===== config.mk =====
export PLATFORM = sky130hd
export DESIGN_NAME = fp_exc_issue_flat
export DESIGN_NICKNAME = d
export VERILOG_FILES = /design/src/rtl/fpu_pkg.sv /design/src/rtl/fp_exc_issue_if.sv /design/src/rtl/fp_exc_qualify.sv /design/src/rtl/fp_exc_issue.sv /design/src/flat_wrapper.sv
export SDC_FILE = /design/constraint.sdc
export NUM_CORES = 1
export LEC_CHECK = 0
export CAP_MARGIN = 20
export CORE_ASPECT_RATIO = 0.75
export CORE_MARGIN = 1
export CORE_UTILIZATION = 30
export CTS_BUF_LIST = sky130_fd_sc_hd__clkbuf_8
export CTS_CLUSTER_DIAMETER = 30
export DETAILED_ROUTE_END_ITERATION = 8
export DONT_BUFFER_PORTS = 1
export PLACE_DENSITY = 0.45
export SYNTH_ARGS = -nofsm -noshare
export SYNTH_HDL_FRONTEND = slang
export SYNTH_SLANG_ARGS = --single-unit

===== constraint.sdc =====
create_clock -name CLK -period 1.85 [get_ports CLK]
set_clock_uncertainty 0.15 [all_clocks]
set_input_delay 0.185 -clock CLK [delete_from_list [all_inputs] [get_ports CLK]]
set_output_delay 0.185 -clock CLK [all_outputs]
set_load 0.005 [all_outputs]

===== src/rtl/fpu_pkg.sv =====
// rtl/fpu_pkg.sv - shared FP exception codes and issue-stage state encoding
// Contents:
//   EXC_NONE / EXC_INF / EXC_NAN : checker exception codes
//   IssueState                   : issue FSM states
package fpu_pkg;

    localparam logic [2:0] EXC_NONE = 3'b000;
    localparam logic [2:0] EXC_INF  = 3'b011;
    localparam logic [2:0] EXC_NAN  = 3'b100;

    typedef enum logic [2:0] {
        IDLE,
        REQ_A,
        GAP_A,
        REQ_B,
        GAP_B,
        DONE
    } IssueState;

endpackage


===== src/rtl/fp_exc_issue_if.sv =====
// rtl/fp_exc_issue_if.sv - bus bundle between the FP exception issue stage and its neighbours
// Signals:
//   in_a/in_b/in_valid/in_ready      : operand pair input handshake
//   Data/Data_valid/ACK/Exc          : serial link to the exception checker
//   exc_a/exc_b/out_valid/out_ready  : qualified result handshake to the FPU datapath
//   sticky_inf/sticky_nan/clr_sticky : sticky exception flags and their clear
//   timeout                          : ACK timeout pulse
// Modports:
//   master : the issue stage
//   slave  : the surrounding environment (source, checker and consumer)
interface fp_exc_issue_if;

    logic [31:0] in_a;
    logic [31:0] in_b;
    logic        in_valid;
    logic        in_ready;
    logic [31:0] Data;
    logic        Data_valid;
    logic        ACK;
    logic [2:0]  Exc;
    logic [2:0]  exc_a;
    logic [2:0]  exc_b;
    logic        out_valid;
    logic        out_ready;
    logic        sticky_inf;
    logic        sticky_nan;
    logic        clr_sticky;
    logic        timeout;

    modport master (
        input  in_a, in_b, in_valid, ACK, Exc, out_ready, clr_sticky,
        output in_ready, Data, Data_valid, exc_a, exc_b, out_valid,
               sticky_inf, sticky_nan, timeout
    );

    modport slave (
        output in_a, in_b, in_valid, ACK, Exc, out_ready, clr_sticky,
        input  in_ready, Data, Data_valid, exc_a, exc_b, out_valid,
               sticky_inf, sticky_nan, timeout
    );

endinterface


===== src/rtl/fp_exc_qualify.sv =====
// rtl/fp_exc_qualify.sv - masks checker exception codes that do not match the operand
// Ports:
//   exp_i  in  8  biased exponent of the operand being checked
//   exc_i  in  3  raw code returned by the checker
//   code_o out 3  qualified code (INF/NaN only for an all-ones exponent, else NONE)
module fp_exc_qualify
    import fpu_pkg::*;
(
    input  logic [7:0] exp_i,
    input  logic [2:0] exc_i,
    output logic [2:0] code_o
);

    // A finite operand can never be INF/NaN, so anything the checker reports for
    // it is stale and is dropped; unknown codes are dropped for every operand.
    always_comb begin
        code_o = EXC_NONE;
        if (exp_i == 8'hFF && (exc_i == EXC_INF || exc_i == EXC_NAN)) begin
            code_o = exc_i;
        end
    end

endmodule


===== src/rtl/fp_exc_issue.sv =====
// rtl/fp_exc_issue.sv - issues an FP operand pair to the exception checker and returns qualified codes
// Accepts one (A,B) pair, sends A then B to the checker with a recovery gap after
// each ACK, and presents exc_a/exc_b plus sticky INF/NaN flags until consumed.
// Optional feature macro: FPU_ISSUE_TIMEOUT_EN (ACK timeout; forces NaN and pulses timeout).
// Parameters:
//   GAP_CYCLES      idle cycles with Data_valid low after each ACK (>=1)
//   TIMEOUT_CYCLES  REQ cycles without ACK before abort (only with FPU_ISSUE_TIMEOUT_EN)
// Ports:
//   CLK  in  clock
//   RST  in  synchronous reset, active-high
//   bus  fp_exc_issue_if.master (operand input, checker link, result output, stickies)
module fp_exc_issue
    import fpu_pkg::*;
#(
    parameter int GAP_CYCLES = 1
`ifdef FPU_ISSUE_TIMEOUT_EN
    ,
    parameter int TIMEOUT_CYCLES = 15
`endif
) (
    input logic           CLK,
    input logic           RST,
    fp_exc_issue_if.master bus
);

    localparam int GW = (GAP_CYCLES > 1) ? $clog2(GAP_CYCLES) : 1;

    IssueState      state_q;
    logic [31:0]    b_q;
    logic [31:0]    data_q;
    logic           data_valid_q;
    logic           in_ready_q;
    logic           out_valid_q;
    logic [2:0]     exc_a_q;
    logic [2:0]     exc_b_q;
    logic           sticky_inf_q;
    logic           sticky_nan_q;
    logic [GW-1:0]  gap_cnt_q;
    logic [2:0]     code_d;
    IssueState      gap_next_d;

`ifdef FPU_ISSUE_TIMEOUT_EN
    localparam int TW = (TIMEOUT_CYCLES > 1) ? $clog2(TIMEOUT_CYCLES) : 1;
    logic [TW-1:0]  wait_cnt_q;
    logic           timeout_q;
    logic           wait_expired;

    assign wait_expired = (wait_cnt_q == TW'(TIMEOUT_CYCLES - 1));
    assign bus.timeout  = timeout_q;
`else
    assign bus.timeout  = 1'b0;
`endif

    // data_q always holds the operand currently on the checker link, so a single
    // qualifier serves both the A and B requests.
    fp_exc_qualify u_qualify (
        .exp_i  (data_q[30:23]),
        .exc_i  (bus.Exc),
        .code_o (code_d)
    );

    assign gap_next_d = (state_q == REQ_A) ? GAP_A : GAP_B;

    always_ff @(posedge CLK) begin
        if (RST) begin
            state_q      <= IDLE;
            b_q          <= '0;
            data_q       <= '0;
            data_valid_q <= 1'b0;
            in_ready_q   <= 1'b1;
            out_valid_q  <= 1'b0;
            exc_a_q      <= EXC_NONE;
            exc_b_q      <= EXC_NONE;
            sticky_inf_q <= 1'b0;
            sticky_nan_q <= 1'b0;
            gap_cnt_q    <= '0;
`ifdef FPU_ISSUE_TIMEOUT_EN
            wait_cnt_q   <= '0;
            timeout_q    <= 1'b0;
`endif
        end else begin
`ifdef FPU_ISSUE_TIMEOUT_EN
            timeout_q <= 1'b0;
`endif
            // Clear first so that a capture later in this block overrides it.
            if (bus.clr_sticky) begin
                sticky_inf_q <= 1'b0;
                sticky_nan_q <= 1'b0;
            end

            case (state_q)
                IDLE: begin
                    if (bus.in_valid) begin
                        data_q       <= bus.in_a;
                        b_q          <= bus.in_b;
                        data_valid_q <= 1'b1;
                        in_ready_q   <= 1'b0;
                        state_q      <= REQ_A;
`ifdef FPU_ISSUE_TIMEOUT_EN
                        wait_cnt_q   <= '0;
`endif
                    end
                end

                REQ_A, REQ_B: begin
                    if (bus.ACK) begin
                        if (state_q == REQ_A) exc_a_q <= code_d;
                        else                  exc_b_q <= code_d;
                        if (code_d == EXC_INF) sticky_inf_q <= 1'b1;
                        if (code_d == EXC_NAN) sticky_nan_q <= 1'b1;
                        data_valid_q <= 1'b0;
                        gap_cnt_q    <= '0;
                        state_q      <= gap_next_d;
                    end
`ifdef FPU_ISSUE_TIMEOUT_EN
                    else if (wait_expired) begin
                        if (state_q == REQ_A) exc_a_q <= EXC_NAN;
                        else                  exc_b_q <= EXC_NAN;
                        sticky_nan_q <= 1'b1;
                        timeout_q    <= 1'b1;
                        data_valid_q <= 1'b0;
                        gap_cnt_q    <= '0;
                        state_q      <= gap_next_d;
                    end else begin
                        wait_cnt_q <= wait_cnt_q + 1'b1;
                    end
`endif
                end

                GAP_A, GAP_B: begin
                    if (gap_cnt_q == GW'(GAP_CYCLES - 1)) begin
                        if (state_q == GAP_A) begin
                            data_q       <= b_q;
                            data_valid_q <= 1'b1;
                            state_q      <= REQ_B;
`ifdef FPU_ISSUE_TIMEOUT_EN
                            wait_cnt_q   <= '0;
`endif
                        end else begin
                            out_valid_q <= 1'b1;
                            state_q     <= DONE;
                        end
                    end else begin
                        gap_cnt_q <= gap_cnt_q + 1'b1;
                    end
                end

                DONE: begin
                    if (bus.out_ready) begin
                        out_valid_q <= 1'b0;
                        in_ready_q  <= 1'b1;
                        state_q     <= IDLE;
                    end
                end

                default: state_q <= IDLE;
            endcase
        end
    end

    assign bus.in_ready   = in_ready_q;
    assign bus.Data       = data_q;
    assign bus.Data_valid = data_valid_q;
    assign bus.exc_a      = exc_a_q;
    assign bus.exc_b      = exc_b_q;
    assign bus.out_valid  = out_valid_q;
    assign bus.sticky_inf = sticky_inf_q;
    assign bus.sticky_nan = sticky_nan_q;

endmodule


===== src/flat_wrapper.sv =====
// flat-port wrapper written by rule: the top's interface ports become plain ports
module fp_exc_issue_flat import fpu_pkg::*;
#(
    parameter int GAP_CYCLES = 1

)
  (CLK, RST, bus_in_a, bus_in_b, bus_in_valid, bus_ACK, bus_Exc, bus_out_ready, bus_clr_sticky, bus_in_ready, bus_Data, bus_Data_valid, bus_exc_a, bus_exc_b, bus_out_valid, bus_sticky_inf, bus_sticky_nan, bus_timeout);
  fp_exc_issue_if bus_i ();
  input logic CLK;
  input logic RST;
  input wire logic [$bits(bus_i.in_a)-1:0] bus_in_a;
  input wire logic [$bits(bus_i.in_b)-1:0] bus_in_b;
  input wire logic [$bits(bus_i.in_valid)-1:0] bus_in_valid;
  input wire logic [$bits(bus_i.ACK)-1:0] bus_ACK;
  input wire logic [$bits(bus_i.Exc)-1:0] bus_Exc;
  input wire logic [$bits(bus_i.out_ready)-1:0] bus_out_ready;
  input wire logic [$bits(bus_i.clr_sticky)-1:0] bus_clr_sticky;
  output wire logic [$bits(bus_i.in_ready)-1:0] bus_in_ready;
  output wire logic [$bits(bus_i.Data)-1:0] bus_Data;
  output wire logic [$bits(bus_i.Data_valid)-1:0] bus_Data_valid;
  output wire logic [$bits(bus_i.exc_a)-1:0] bus_exc_a;
  output wire logic [$bits(bus_i.exc_b)-1:0] bus_exc_b;
  output wire logic [$bits(bus_i.out_valid)-1:0] bus_out_valid;
  output wire logic [$bits(bus_i.sticky_inf)-1:0] bus_sticky_inf;
  output wire logic [$bits(bus_i.sticky_nan)-1:0] bus_sticky_nan;
  output wire logic [$bits(bus_i.timeout)-1:0] bus_timeout;
  assign bus_i.in_a = bus_in_a;
  assign bus_i.in_b = bus_in_b;
  assign bus_i.in_valid = bus_in_valid;
  assign bus_i.ACK = bus_ACK;
  assign bus_i.Exc = bus_Exc;
  assign bus_i.out_ready = bus_out_ready;
  assign bus_i.clr_sticky = bus_clr_sticky;
  assign bus_in_ready = bus_i.in_ready;
  assign bus_Data = bus_i.Data;
  assign bus_Data_valid = bus_i.Data_valid;
  assign bus_exc_a = bus_i.exc_a;
  assign bus_exc_b = bus_i.exc_b;
  assign bus_out_valid = bus_i.out_valid;
  assign bus_sticky_inf = bus_i.sticky_inf;
  assign bus_sticky_nan = bus_i.sticky_nan;
  assign bus_timeout = bus_i.timeout;
  fp_exc_issue #(.GAP_CYCLES(GAP_CYCLES)) u_core (.CLK(CLK), .RST(RST), .bus(bus_i));
endmodule

[After elaboration in Yosys (flattened, before gate mapping)]
Index checks and enable logic that the tools add are counted.
Word-level totals
  memories kept: 0
  bits in latches: 0
  flip-flop bits (word level): 79
  output and inout bits: 44
  bits in writable memories: 0
  ROM bits: 0
Cells by class
  order comparisons: 0
  reductions and logical operators: 19
  shift operators: 0
  div/mod/pow operators: 0
  $add $sub $neg: 1
  equal/unequal tests: 16
  multiply operators: 0
  bitwise gates (word level): 1
  multiplexer cells: 34
Operators by type and width (count)
  2-to-1 mux 32 bit: 3
  case mux 32 bit (2 select lines): 1
  2-to-1 mux 3 bit: 7
  2-to-1 mux 1 bit: 18
  == test 3 x 2 -> 1 bit, second input constant: 4
  == test 3 bit, second input constant: 4
  case mux 3 bit (4 select lines): 1
  AND reduction 4 bit: 3
  != test 2 bit, second input constant: 5
  AND reduction 3 bit: 3
  == test 8 bit, second input constant: 1
  nonzero test 2 bit: 4
  case mux 1 bit (2 select lines): 3
  AND reduction 5 bit: 1
  AND reduction 2 bit: 2
  OR reduction 2 bit: 2
  == test 3 x 1 -> 1 bit, second input constant: 1
  zero test 3 bit: 1
  case mux 1 bit (3 select lines): 1
  nonzero test 3 bit: 1
  != test 2 x 1 -> 1 bit, second input constant: 1
  adder 1 bit, second input constant: 1
  logical AND 1 bit: 1
  logical OR 1 bit: 1
  inverter 1 bit: 1

[Logic depth before layout (Yosys ltp)]
Gate-level depths: netlist of run 1.
  depth after elaboration: 8
  mapped depth: 6

[Modules after synthesis]
From an unflattened synthesis of run 1, not the netlist that was laid out.
Second synthesis, totals
  cells, all modules: 411
  area total of the unflattened synthesis: 3437.0 um2
By module, submodules not included
  fp_exc_issue: area each 3395.8 um2, cells an instance 404, instances 1
  fp_exc_qualify: area each 41.3 um2, cells an instance 7, instances 1

[Worst setup path before layout of run 1]
Ideal clock, no wire load.
  path kind: register -> register
  start: register u_core.state_q[2]
  end: register u_core.b_q[10]
  required time: 1.568 ns
  stages on the path, launching flop included: 7
  setup slack: 0.238 ns
  arrival: 1.330 ns
  cell sequence: dfxtp_1 buf_6 or4b_1 buf_2 buf_6 nand2_1 a21oi_1
On the way
  cells in the longest elaborated chain, start to end: 2
Ends and longest elaborated chain
  from (decl): RTL line fp_exc_issue.sv:28  | IssueState state_q;
  from (signal assigned): RTL line fp_exc_issue.sv:113  | state_q <= gap_next_d;
  zero test 3 bit: RTL line fp_exc_issue.sv:91  | case (state_q)
  AND reduction 2 bit (no source line)
  to (signal assigned): RTL line fp_exc_issue.sv:95  | b_q <= bus.in_b;
  to (decl): RTL line fp_exc_issue.sv:29  | logic [31:0] b_q;
Every way passes these cells.
A chain may end at the register's enable or synchronous reset.

[Final worst setup path of run 1]
  start: register u_core.data_q[24] (netlist: u_core.bus.Data[24])
  end: register u_core.exc_b_q[2] (netlist: u_core.bus.exc_b[2])
On the way
  cells in the longest elaborated chain, start to end: 3
Ends and longest elaborated chain
  from (decl): RTL line fp_exc_issue.sv:30  | logic [31:0] data_q;
  from (signal assigned): RTL line fp_exc_issue.sv:94  | data_q <= bus.in_a;
  from (signal assigned): RTL line fp_exc_issue.sv:133  | data_q <= b_q;
  == test 8 bit: RTL line fp_exc_qualify.sv:18  | if (exp_i == 8'hFF && (exc_i == EXC_INF || exc_i == EXC_NAN)) begin
  logical AND 1 bit: RTL line fp_exc_qualify.sv:18
  2-to-1 mux 3 bit: RTL line fp_exc_qualify.sv:18
  to (signal assigned): RTL line fp_exc_issue.sv:108  | else exc_b_q <= code_d;
  to (decl): RTL line fp_exc_issue.sv:35  | logic [2:0] exc_b_q;
Every way passes these cells.

==> results of run 1 <==
kinds of logic after synthesis:
kind of cell	after synthesis
xor gates and xnor gates	2
buffers and inverters	52
DFF	78
AOI/OAI and AO/OA	110
other	1
and+or+nand+nor	165
muxes	1
per-stage QoR:
step	total power, mW	setup TNS, ns	area (sq um)	std cells
after floorplan	2.56	0	3640	409
after global placement	2.78	-0.00248	3870	544
after detailed placement	2.79	-0.738	3870	544
after CTS	4.09	-0.0178	4130	565
after global routing	4.28	0	4150	566
final	4.03	0	4150	566
Yosys cell counts:
cell type   n  share of area
a2111oi_2  10          0.041
nor2_2      1         0.0017
and4bb_2    1         0.0034
o21bai_1    1         0.0021
nand2b_1    6          0.010
buf_4       1         0.0021
nand2_1    68          0.070
nor4_2     21          0.072
xnor2_1     1         0.0024
mux2i_1     1         0.0028
a32oi_1     1         0.0024
a2111oi_0  11          0.026
buf_2      16          0.022
nor3_1      1         0.0014
xor2_1      1         0.0024
or4b_1      1         0.0028
nor4bb_1    1         0.0028
o21ai_0     5         0.0069
nor2_1      2         0.0021
a221oi_1    1         0.0024
nor4_1     43          0.074
nand3b_1    4         0.0083
o21ba_2     1         0.0028
buf_6       4          0.012
a221o_1     1         0.0028
a21oi_1    68          0.094
or2_1       2         0.0034
nand3_1     2         0.0028
nand4_1     3         0.0052
dfxtp_1    78           0.43
clkbuf_1   28          0.029
a2111oi_1  11          0.030
nor3b_1     1         0.0021
nand4b_1    3         0.0072
inv_2       2         0.0021
and4_1      2         0.0048
nor4b_2     1         0.0041
and3b_1     2         0.0048
conb_1      1         0.0010
inv_1       1         0.0010
flip-flops by register name, summed over array words and instances (netlist names):
signal                 cells
u_core.bus.sticky_inf      1
u_core.state_q             3
u_core.bus.in_ready        1
u_core.bus.sticky_nan      1
u_core.bus.exc_a           3
u_core.bus.Data           32
u_core.bus.out_valid       1
u_core.bus.Data_valid      1
u_core.b_q                32
u_core.bus.exc_b           3
how the worst min path moves through the flow:
stage | cells past startpoint | end | slack (ns)
finish | 1 | u_core.bus.Data[5] | -0.23
global route | 1 | u_core.bus.Data[4] | -0.27
CTS | 1 | u_core.state_q[2] | -0.28
detailed placement | 1 | u_core.state_q[2] | 0.11
global placement | 1 | u_core.state_q[2] | 0.12
floorplan | 2 | u_core.b_q[0] | 0.17
power breakdown:
part	internal, mW	switching [mW]	leakage [nW]
logic	0.314	0.469	0.602
registers	1.84	0.138	0.642
clock network	0.674	0.600	0.104
cell type report:
type | instances | area [sq um]
sequential | 78 | 1570
fill | 1233 | 7550
tap | 162 | 203
timing repair buffer | 29 | 298
clock buffer | 11 | 151
multi-input combinational | 280 | 1890
inverter | 3 | 11.3
clock inverter | 3 | 37.5
cell usage in the layout (no fill, tap or decap), types with 4 or more instances in the layout:
cell type / count
clkbuf_8: 11
nor4_2: 21
nor4_1: 43
dfxtp_1: 75
nand3b_1: 4
a2111oi_1: 11
o21ai_0: 4
a21oi_1: 68
buf_12: 5
a2111oi_2: 10
dlygate4sd3_1: 7
nand2_1: 68
a2111oi_0: 11
nand2b_1: 6
buf_4: 17
layer usage:
metal | global-route usage | wire, um | up-vias
met5 | 0 | 0 | -
li1 | - | - | 1531
met4 | 0.0534 | 152 | 0
met2 | 0.254 | 4780 | 115
met3 | 0.0793 | 1110 | 13
met1 | 0.249 | 5180 | 1477
repair_timing:
item	4_1_cts	5_1_grt
cloned	0	1
setup buffers	0	0
setup endpoints to repair	22	26
endpoints found under the hold margin	78	75
gates resized for setup	1	7
pin swaps	1	1
==> impl_metrics.prom, run 1 <==
# TYPE chip_impl_metric gauge
chip_impl_info{name="run_status",value="finished with violations"} 1
chip_impl_info{name="violations",value="hold timing"} 1
chip_impl_metric{name="grt_first_pass_wirelength",unit="mm"} 17.5
chip_impl_metric{name="io_buffers",unit=""} 0
chip_impl_metric{name="drtPass1Iterations",unit=""} 4
chip_impl_metric{name="die_h",unit="um"} 97.4
chip_impl_metric{name="clk_path_buf_depth",unit=""} 2
chip_impl_info{name="setup.worst_path.end_class",value="register"} 1
chip_impl_info{name="ctsRootBufferMaster",value="clkbuf_8"} 1
chip_impl_metric{name="synth-compound-area-share",unit=""} 0.211
chip_impl_metric{name="final-hold-violation-count",unit=""} 75
chip_impl_metric{name="num_rows",unit=""} 34
chip_impl_metric{name="grt-ovfl-total",unit=""} 0
chip_impl_metric{name="slew_headroom",unit=""} 0.588
chip_impl_metric{name="postRouteWirelength",unit="mm"} 11.2
chip_impl_metric{name="routed-via-count",unit=""} 3136
chip_impl_info{name="worst_hold_path_type",value="primary input to register"} 1
chip_impl_info{name="crit_family",value="buffers and inverters"} 1
chip_impl_metric{name="synthesis.area",unit="sq um"} 3640
chip_impl_metric{name="initial_utilization",unit=""} 0.311
chip_impl_info{name="critical_path.reg2reg.startpoint",value="u_core.bus.Data[24]"} 1
chip_impl_metric{name="design.portCount",unit=""} 117
chip_impl_metric{name="antenna_violations_before_repair",unit=""} 0
chip_impl_info{name="rsz0062_at_grt",value="no"} 1
chip_impl_metric{name="report.final.slew_viol_count",unit=""} 0
chip_impl_metric{name="share_of_synthesized_area_spent_on_multiplexers",unit=""} 0.00275
chip_impl_info{name="tritoncts",value="built"} 1
chip_impl_metric{name="finalNetCount",unit=""} 474
chip_impl_metric{name="route.detailed.vias_per_inst",unit=""} 5.54
chip_impl_metric{name="vias_in_the_first_global_route",unit=""} 2962
chip_impl_metric{name="path_buf_inv",unit=""} 1
chip_impl_metric{name="cts_buffers",unit=""} 9
chip_impl_info{name="setup.worst_path.start_class",value="register"} 1
chip_impl_metric{name="drt_iter0_markers",unit=""} 170
chip_impl_metric{name="diodes",unit=""} 0
chip_impl_metric{name="gp_congestion",unit=""} 0.703
chip_impl_metric{name="largest_net_degree_at_the_start_of_global_routing",unit=""} 81
chip_impl_info{name="worstSetupEndpoint",value="u_core.bus.exc_b[2]"} 1
chip_impl_metric{name="cts_num_sinks",unit=""} 78
chip_impl_metric{name="finalCoreUtilization",unit=""} 0.355
chip_impl_metric{name="crit_fanout",unit=""} 5
chip_impl_metric{name="drc_errors",unit=""} 0
chip_impl_metric{name="die-area",unit="sq um"} 12600
chip_impl_info{name="hold_path_startpoint",value="RST"} 1
chip_impl_metric{name="r2r_cells",unit=""} 4
chip_impl_metric{name="synth_xor_area_frac",unit=""} 0.00481
chip_impl_metric{name="setup_slack",unit="ns"} 0.0808
chip_impl_metric{name="cts-hold-fix-buffers",unit=""} 7
chip_impl_metric{name="drt.antenna.violating_nets",unit=""} 0
chip_impl_metric{name="power.static_leakage",unit="nW"} 1.35
chip_impl_metric{name="period_minus_slack",unit="ns"} 1.77
chip_impl_metric{name="synth.ff_latch_count",unit=""} 78
chip_impl_metric{name="wl_per_cell",unit="um"} 19.8
chip_impl_metric{name="yosysUniqueCellTypes",unit=""} 40
chip_impl_metric{name="max-vdd-ir-drop",unit="V"} 0.000344
chip_impl_metric{name="detailed_place_hpwl",unit="mm"} 7.25
chip_impl_metric{name="slew_at_the_pin_closest_to_its_max_slew_limit",unit="ns"} 0.616
chip_impl_info{name="worstPathCellList",value="and4_4, nand4b_1, dlygate4sd3_1, o21ai_0"} 1
chip_impl_metric{name="final_layout_size_suffix_gt1_frac",unit=""} 0.198
chip_impl_metric{name="yosysWarnings",unit=""} 0
chip_impl_info{name="critPathKind",value="register to register"} 1
chip_impl_metric{name="clkTransAtPathRegs",unit="ns"} 0.07
chip_impl_metric{name="core",unit="sq um"} 11700
chip_impl_metric{name="setup_viol_count_final",unit=""} 0
chip_impl_metric{name="syn_inst",unit=""} 409
chip_impl_metric{name="synth_area_per_cell",unit="sq um"} 8.90
chip_impl_metric{name="cellPowerDensity",unit="nW/um^2"} 971
chip_impl_metric{name="post_synth_and_or_nand_nor_area_fraction",unit=""} 0.283
chip_impl_metric{name="crit_path_max_incr_delay",unit="ns"} 0.59
chip_impl_info{name="combinational_family_with_the_most_area_after_synthesis",value="simple AND/OR/NAND/NOR gates"} 1
chip_impl_info{name="crit_path_start",value="u_core.bus.Data[24]"} 1
chip_impl_info{name="cp_max_delay_cell",value="dlygate4sd3_1"} 1
chip_impl_metric{name="path_depth",unit=""} 4
chip_impl_metric{name="reg2reg_slack",unit="ns"} 0.08
chip_impl_metric{name="insertion_delay",unit="ns"} 0.35
chip_impl_metric{name="period_utilization",unit=""} 0.956
chip_impl_metric{name="crit_required",unit="ns"} 1.97
chip_impl_metric{name="fmaxAchievable",unit="MHz"} 565
chip_impl_metric{name="timing.critical_path.arrival",unit="ns"} 1.89
chip_impl_metric{name="finalHoldWorstSlack",unit="ns"} -0.228
chip_impl_info{name="r2r-end",value="u_core.bus.exc_b[2]"} 1
chip_impl_metric{name="postSynthNetCount",unit=""} 482
chip_impl_metric{name="track_usage",unit=""} 0.182
chip_impl_metric{name="maxCapViolCount",unit=""} 0
chip_impl_metric{name="syn_to_final_growth",unit="%"} 14.1
chip_impl_metric{name="dieWidth",unit="um"} 129
chip_impl_metric{name="yosysSeqAreaShare",unit=""} 0.429
chip_impl_metric{name="worst_case_setup_slack_after_placement",unit="ns"} -0.0823
chip_impl_metric{name="cts.htree.levels",unit=""} 3
chip_impl_metric{name="synth_fa_ha_area_frac",unit=""} 0
Power figures use the tool's default switching activity.
==> run 2, diff against run 1 <==
--- a/config.mk
+++ b/config.mk
@@ -6,14 +6,16 @@
 export NUM_CORES = 1
 export LEC_CHECK = 0
 export CAP_MARGIN = 20
-export CORE_ASPECT_RATIO = 0.75
+export CELL_PAD_IN_SITES_DETAIL_PLACEMENT = 0
+export CELL_PAD_IN_SITES_GLOBAL_PLACEMENT = 2
+export CORE_ASPECT_RATIO = 1.75
 export CORE_MARGIN = 1
 export CORE_UTILIZATION = 30
 export CTS_BUF_LIST = sky130_fd_sc_hd__clkbuf_8
 export CTS_CLUSTER_DIAMETER = 30
 export DETAILED_ROUTE_END_ITERATION = 8
 export DONT_BUFFER_PORTS = 1
-export PLACE_DENSITY = 0.45
+export PLACE_DENSITY = 0.68
 export SYNTH_ARGS = -nofsm -noshare
 export SYNTH_HDL_FRONTEND = slang
 export SYNTH_SLANG_ARGS = --single-unit
==> run 2 against run 1 <==
  * The run still ends with hold timing left
  * Global-route usage increased by 1.5 points
  * Via count grew 1.8%
  * Sequential cell count unchanged
  * Largest power group unchanged
  * Highest routed layer unchanged
==> impl_metrics.prom, run 2 (synthesis gave the netlist of run 1 again) <==
# TYPE chip_impl_metric gauge
chip_impl_metric{name="worst_hold_path.num_cells",unit=""} 1
chip_impl_metric{name="comb_power_share",unit=""} 0.212
chip_impl_info{name="worst_hold_path.endpoint",value="u_core.state_q[2]"} 1
chip_impl_metric{name="die_h",unit="um"} 148
chip_impl_metric{name="crit_fanout",unit=""} 16
chip_impl_metric{name="track_usage",unit=""} 0.196
chip_impl_info{name="setup.worst_path.start_class",value="register"} 1
chip_impl_info{name="rsz0062_at_grt",value="yes"} 1
chip_impl_metric{name="cts_num_sinks",unit=""} 78
chip_impl_info{name="violations",value="hold timing"} 1
chip_impl_metric{name="reg2reg_slack",unit="ns"} 0.09
chip_impl_info{name="worst_hold_path_type",value="primary input to register"} 1
chip_impl_metric{name="insertion_delay",unit="ns"} 0.36
chip_impl_metric{name="power.share.clock",unit=""} 0.318
chip_impl_metric{name="drt.antenna.violating_nets",unit=""} 0
chip_impl_info{name="setup.worst_path.end_class",value="register"} 1
chip_impl_metric{name="finalNetCount",unit=""} 479
chip_impl_metric{name="largest_net_degree_at_the_start_of_global_routing",unit=""} 81
chip_impl_metric{name="routed-via-count",unit=""} 3191
chip_impl_metric{name="clk_path_buf_depth",unit=""} 2
chip_impl_metric{name="layout.filler_cells",unit=""} 1262
chip_impl_metric{name="report.final.slew_viol_count",unit=""} 0
chip_impl_metric{name="slew_headroom",unit=""} 0.567
chip_impl_metric{name="finalHoldWorstSlack",unit="ns"} -0.257
chip_impl_metric{name="cellPowerDensity",unit="nW/um^2"} 976
chip_impl_metric{name="path_buf_inv",unit=""} 1
chip_impl_metric{name="crit_required",unit="ns"} 1.94
chip_impl_metric{name="timing.critical_path.arrival",unit="ns"} 1.85
chip_impl_metric{name="final_layout_size_suffix_gt1_frac",unit=""} 0.217
chip_impl_metric{name="diodes",unit=""} 0
chip_impl_info{name="critical_path.reg2reg.startpoint",value="u_core.state_q[2]"} 1
chip_impl_info{name="mostFrequentLayoutCells",value="dfxtp_1 (75), nand2_1 (68), a21oi_1 (68), nor4_1 (43), nor4_2 (21)"} 1
chip_impl_metric{name="detailed_place_hpwl",unit="mm"} 7.63
chip_impl_metric{name="global_route.usage.met2",unit=""} 0.342
chip_impl_info{name="layout_commonest_cell",value="dfxtp_1"} 1
chip_impl_metric{name="route.detailed.vias_per_inst",unit=""} 5.84
chip_impl_metric{name="clkTransAtPathRegs",unit="ns"} 0.08
chip_impl_metric{name="crit_path_max_incr_delay",unit="ns"} 0.48
chip_impl_info{name="ctsRootBufferMaster",value="clkbuf_8"} 1
chip_impl_metric{name="r2r_cells",unit=""} 4
chip_impl_metric{name="switch_share",unit=""} 0.306
chip_impl_metric{name="drc_errors",unit=""} 0
chip_impl_metric{name="period_utilization",unit=""} 0.951
chip_impl_info{name="tritoncts",value="built"} 1
chip_impl_metric{name="gp_congestion",unit=""} 0.738
chip_impl_metric{name="setup_viol_count_final",unit=""} 0
chip_impl_metric{name="design.portCount",unit=""} 117
chip_impl_metric{name="global_route.usage.met3",unit=""} 0.0436
chip_impl_metric{name="io_buffers",unit=""} 0
chip_impl_info{name="run_status",value="finished with violations"} 1
chip_impl_metric{name="fmaxAchievable",unit="MHz"} 568
chip_impl_metric{name="period_minus_slack",unit="ns"} 1.76
chip_impl_metric{name="seqPwrFrac",unit=""} 0.470
chip_impl_metric{name="finalCoreUtilization",unit=""} 0.365
chip_impl_metric{name="grt-ovfl-total",unit=""} 0
chip_impl_metric{name="gr-usage-met1",unit=""} 0.237
chip_impl_metric{name="maxCapViolCount",unit=""} 0
chip_impl_metric{name="power.static_leakage",unit="nW"} 1.42
chip_impl_metric{name="dieWidth",unit="um"} 85.3
chip_impl_metric{name="grt_first_pass_wirelength",unit="mm"} 18.9
chip_impl_metric{name="antenna_violations_before_repair",unit=""} 0
chip_impl_metric{name="slew_at_the_pin_closest_to_its_max_slew_limit",unit="ns"} 0.649
chip_impl_metric{name="drt_iter0_markers",unit=""} 125
chip_impl_metric{name="syn_to_final_growth",unit="%"} 17.4
chip_impl_metric{name="cts_buffers",unit=""} 9
chip_impl_info{name="hold_path_startpoint",value="RST"} 1
chip_impl_metric{name="core",unit="sq um"} 11700
chip_impl_info{name="grt.busiest_layer",value="met2"} 1
chip_impl_info{name="cp_max_delay_cell",value="a2111oi_1"} 1
chip_impl_metric{name="initial_utilization",unit=""} 0.311
chip_impl_metric{name="fin_setup_tns",unit="ns"} 0
chip_impl_metric{name="max-vdd-ir-drop",unit="V"} 0.000502
chip_impl_info{name="r2r-end",value="u_core.bus.Data[8]"} 1
chip_impl_metric{name="int_pwr",unit="mW"} 2.90
chip_impl_metric{name="wl_per_cell",unit="um"} 22.1
chip_impl_metric{name="setup_slack",unit="ns"} 0.0901
chip_impl_info{name="critPathKind",value="register to register"} 1
chip_impl_metric{name="netSwitchingPower",unit="mW"} 1.28
chip_impl_metric{name="worst_case_setup_slack_after_placement",unit="ns"} -0.192
chip_impl_metric{name="final-hold-violation-count",unit=""} 76
chip_impl_metric{name="num_rows",unit=""} 52
chip_impl_info{name="crit_family",value="compound AO/OA/AOI/OAI gates"} 1
chip_impl_metric{name="vias_in_the_first_global_route",unit=""} 3253
chip_impl_metric{name="cts.htree.levels",unit=""} 3
chip_impl_info{name="worstPathCellList",value="or2_1, buf_12, a2111oi_1, nor4_2"} 1
chip_impl_metric{name="postRouteWirelength",unit="mm"} 12.1
chip_impl_metric{name="drtPass1Iterations",unit=""} 4
chip_impl_metric{name="die-area",unit="sq um"} 12600
chip_impl_metric{name="cts-hold-fix-buffers",unit=""} 6
[run 2: repair_timing]
action,in CTS,in global routing
setup endpoints to repair,32,53
pin swaps,1,1
setup buffers,0,2
hold endpoints to repair,78,76
gates cloned,2,2
gates resized for setup,2,16
[run 2: cell type report]
class | count | area, sq um | area share
inverter | 3 | 11.3 | 0.00264
timing repair buffer | 33 | 402 | 0.0940
sequential | 78 | 1570 | 0.367
tap | 135 | 169 | 0.0395
clock inverter | 5 | 48.8 | 0.0114
multi-input combinational | 281 | 1920 | 0.449
clock buffer | 11 | 151 | 0.0354
[run 2: through the flow]
step                power, mW  hold slack (ns)  area (sq um)  cells
finish                   4.17           -0.257          4270    546
global route             4.41           -0.277          4270    546
CTS                      4.15           -0.277          4140    543
detailed placement       2.80            0.116          3850    519
global placement         2.79            0.111          3850    519
floorplan                2.56            0.171          3640    409
[run 2: power by group through the flow]
stage	Combinational [mW]	Sequential [mW]	Clock (mW)
floorplan	0.607	1.96	0
global placement	0.790	2.00	0
detailed placement	0.800	2.00	0
CTS	0.818	1.97	1.36
global route	0.980	1.98	1.45
finish	0.885	1.96	1.33
[run 2: routing by layer]
| metal | wire length, um | vias up |
|---|---|---|
| met5 | 0 | - |
| met4 | 138 | 0 |
| met3 | 700 | 10 |
| met2 | 6410 | 103 |
| met1 | 4820 | 1542 |
| li1 | - | 1536 |
[run 2: worst max-delay path by stage]
stage	start	end	slack (ns)	depth (start not counted)
6_report	u_core.state_q[2]	u_core.bus.Data[8]	0.09	4
2_1_floorplan	u_core.state_q[2]	u_core.b_q[10]	0.24	6
5_1_grt	u_core.state_q[2]	u_core.bus.Data[6]	-0.004	4
3_5_place_dp	u_core.state_q[1]	u_core.bus.Data[30]	-0.19	4
3_3_place_gp	u_core.state_q[1]	u_core.bus.Data[26]	-0.08	4
4_1_cts	u_core.state_q[1]	u_core.b_q[19]	-0.02	6
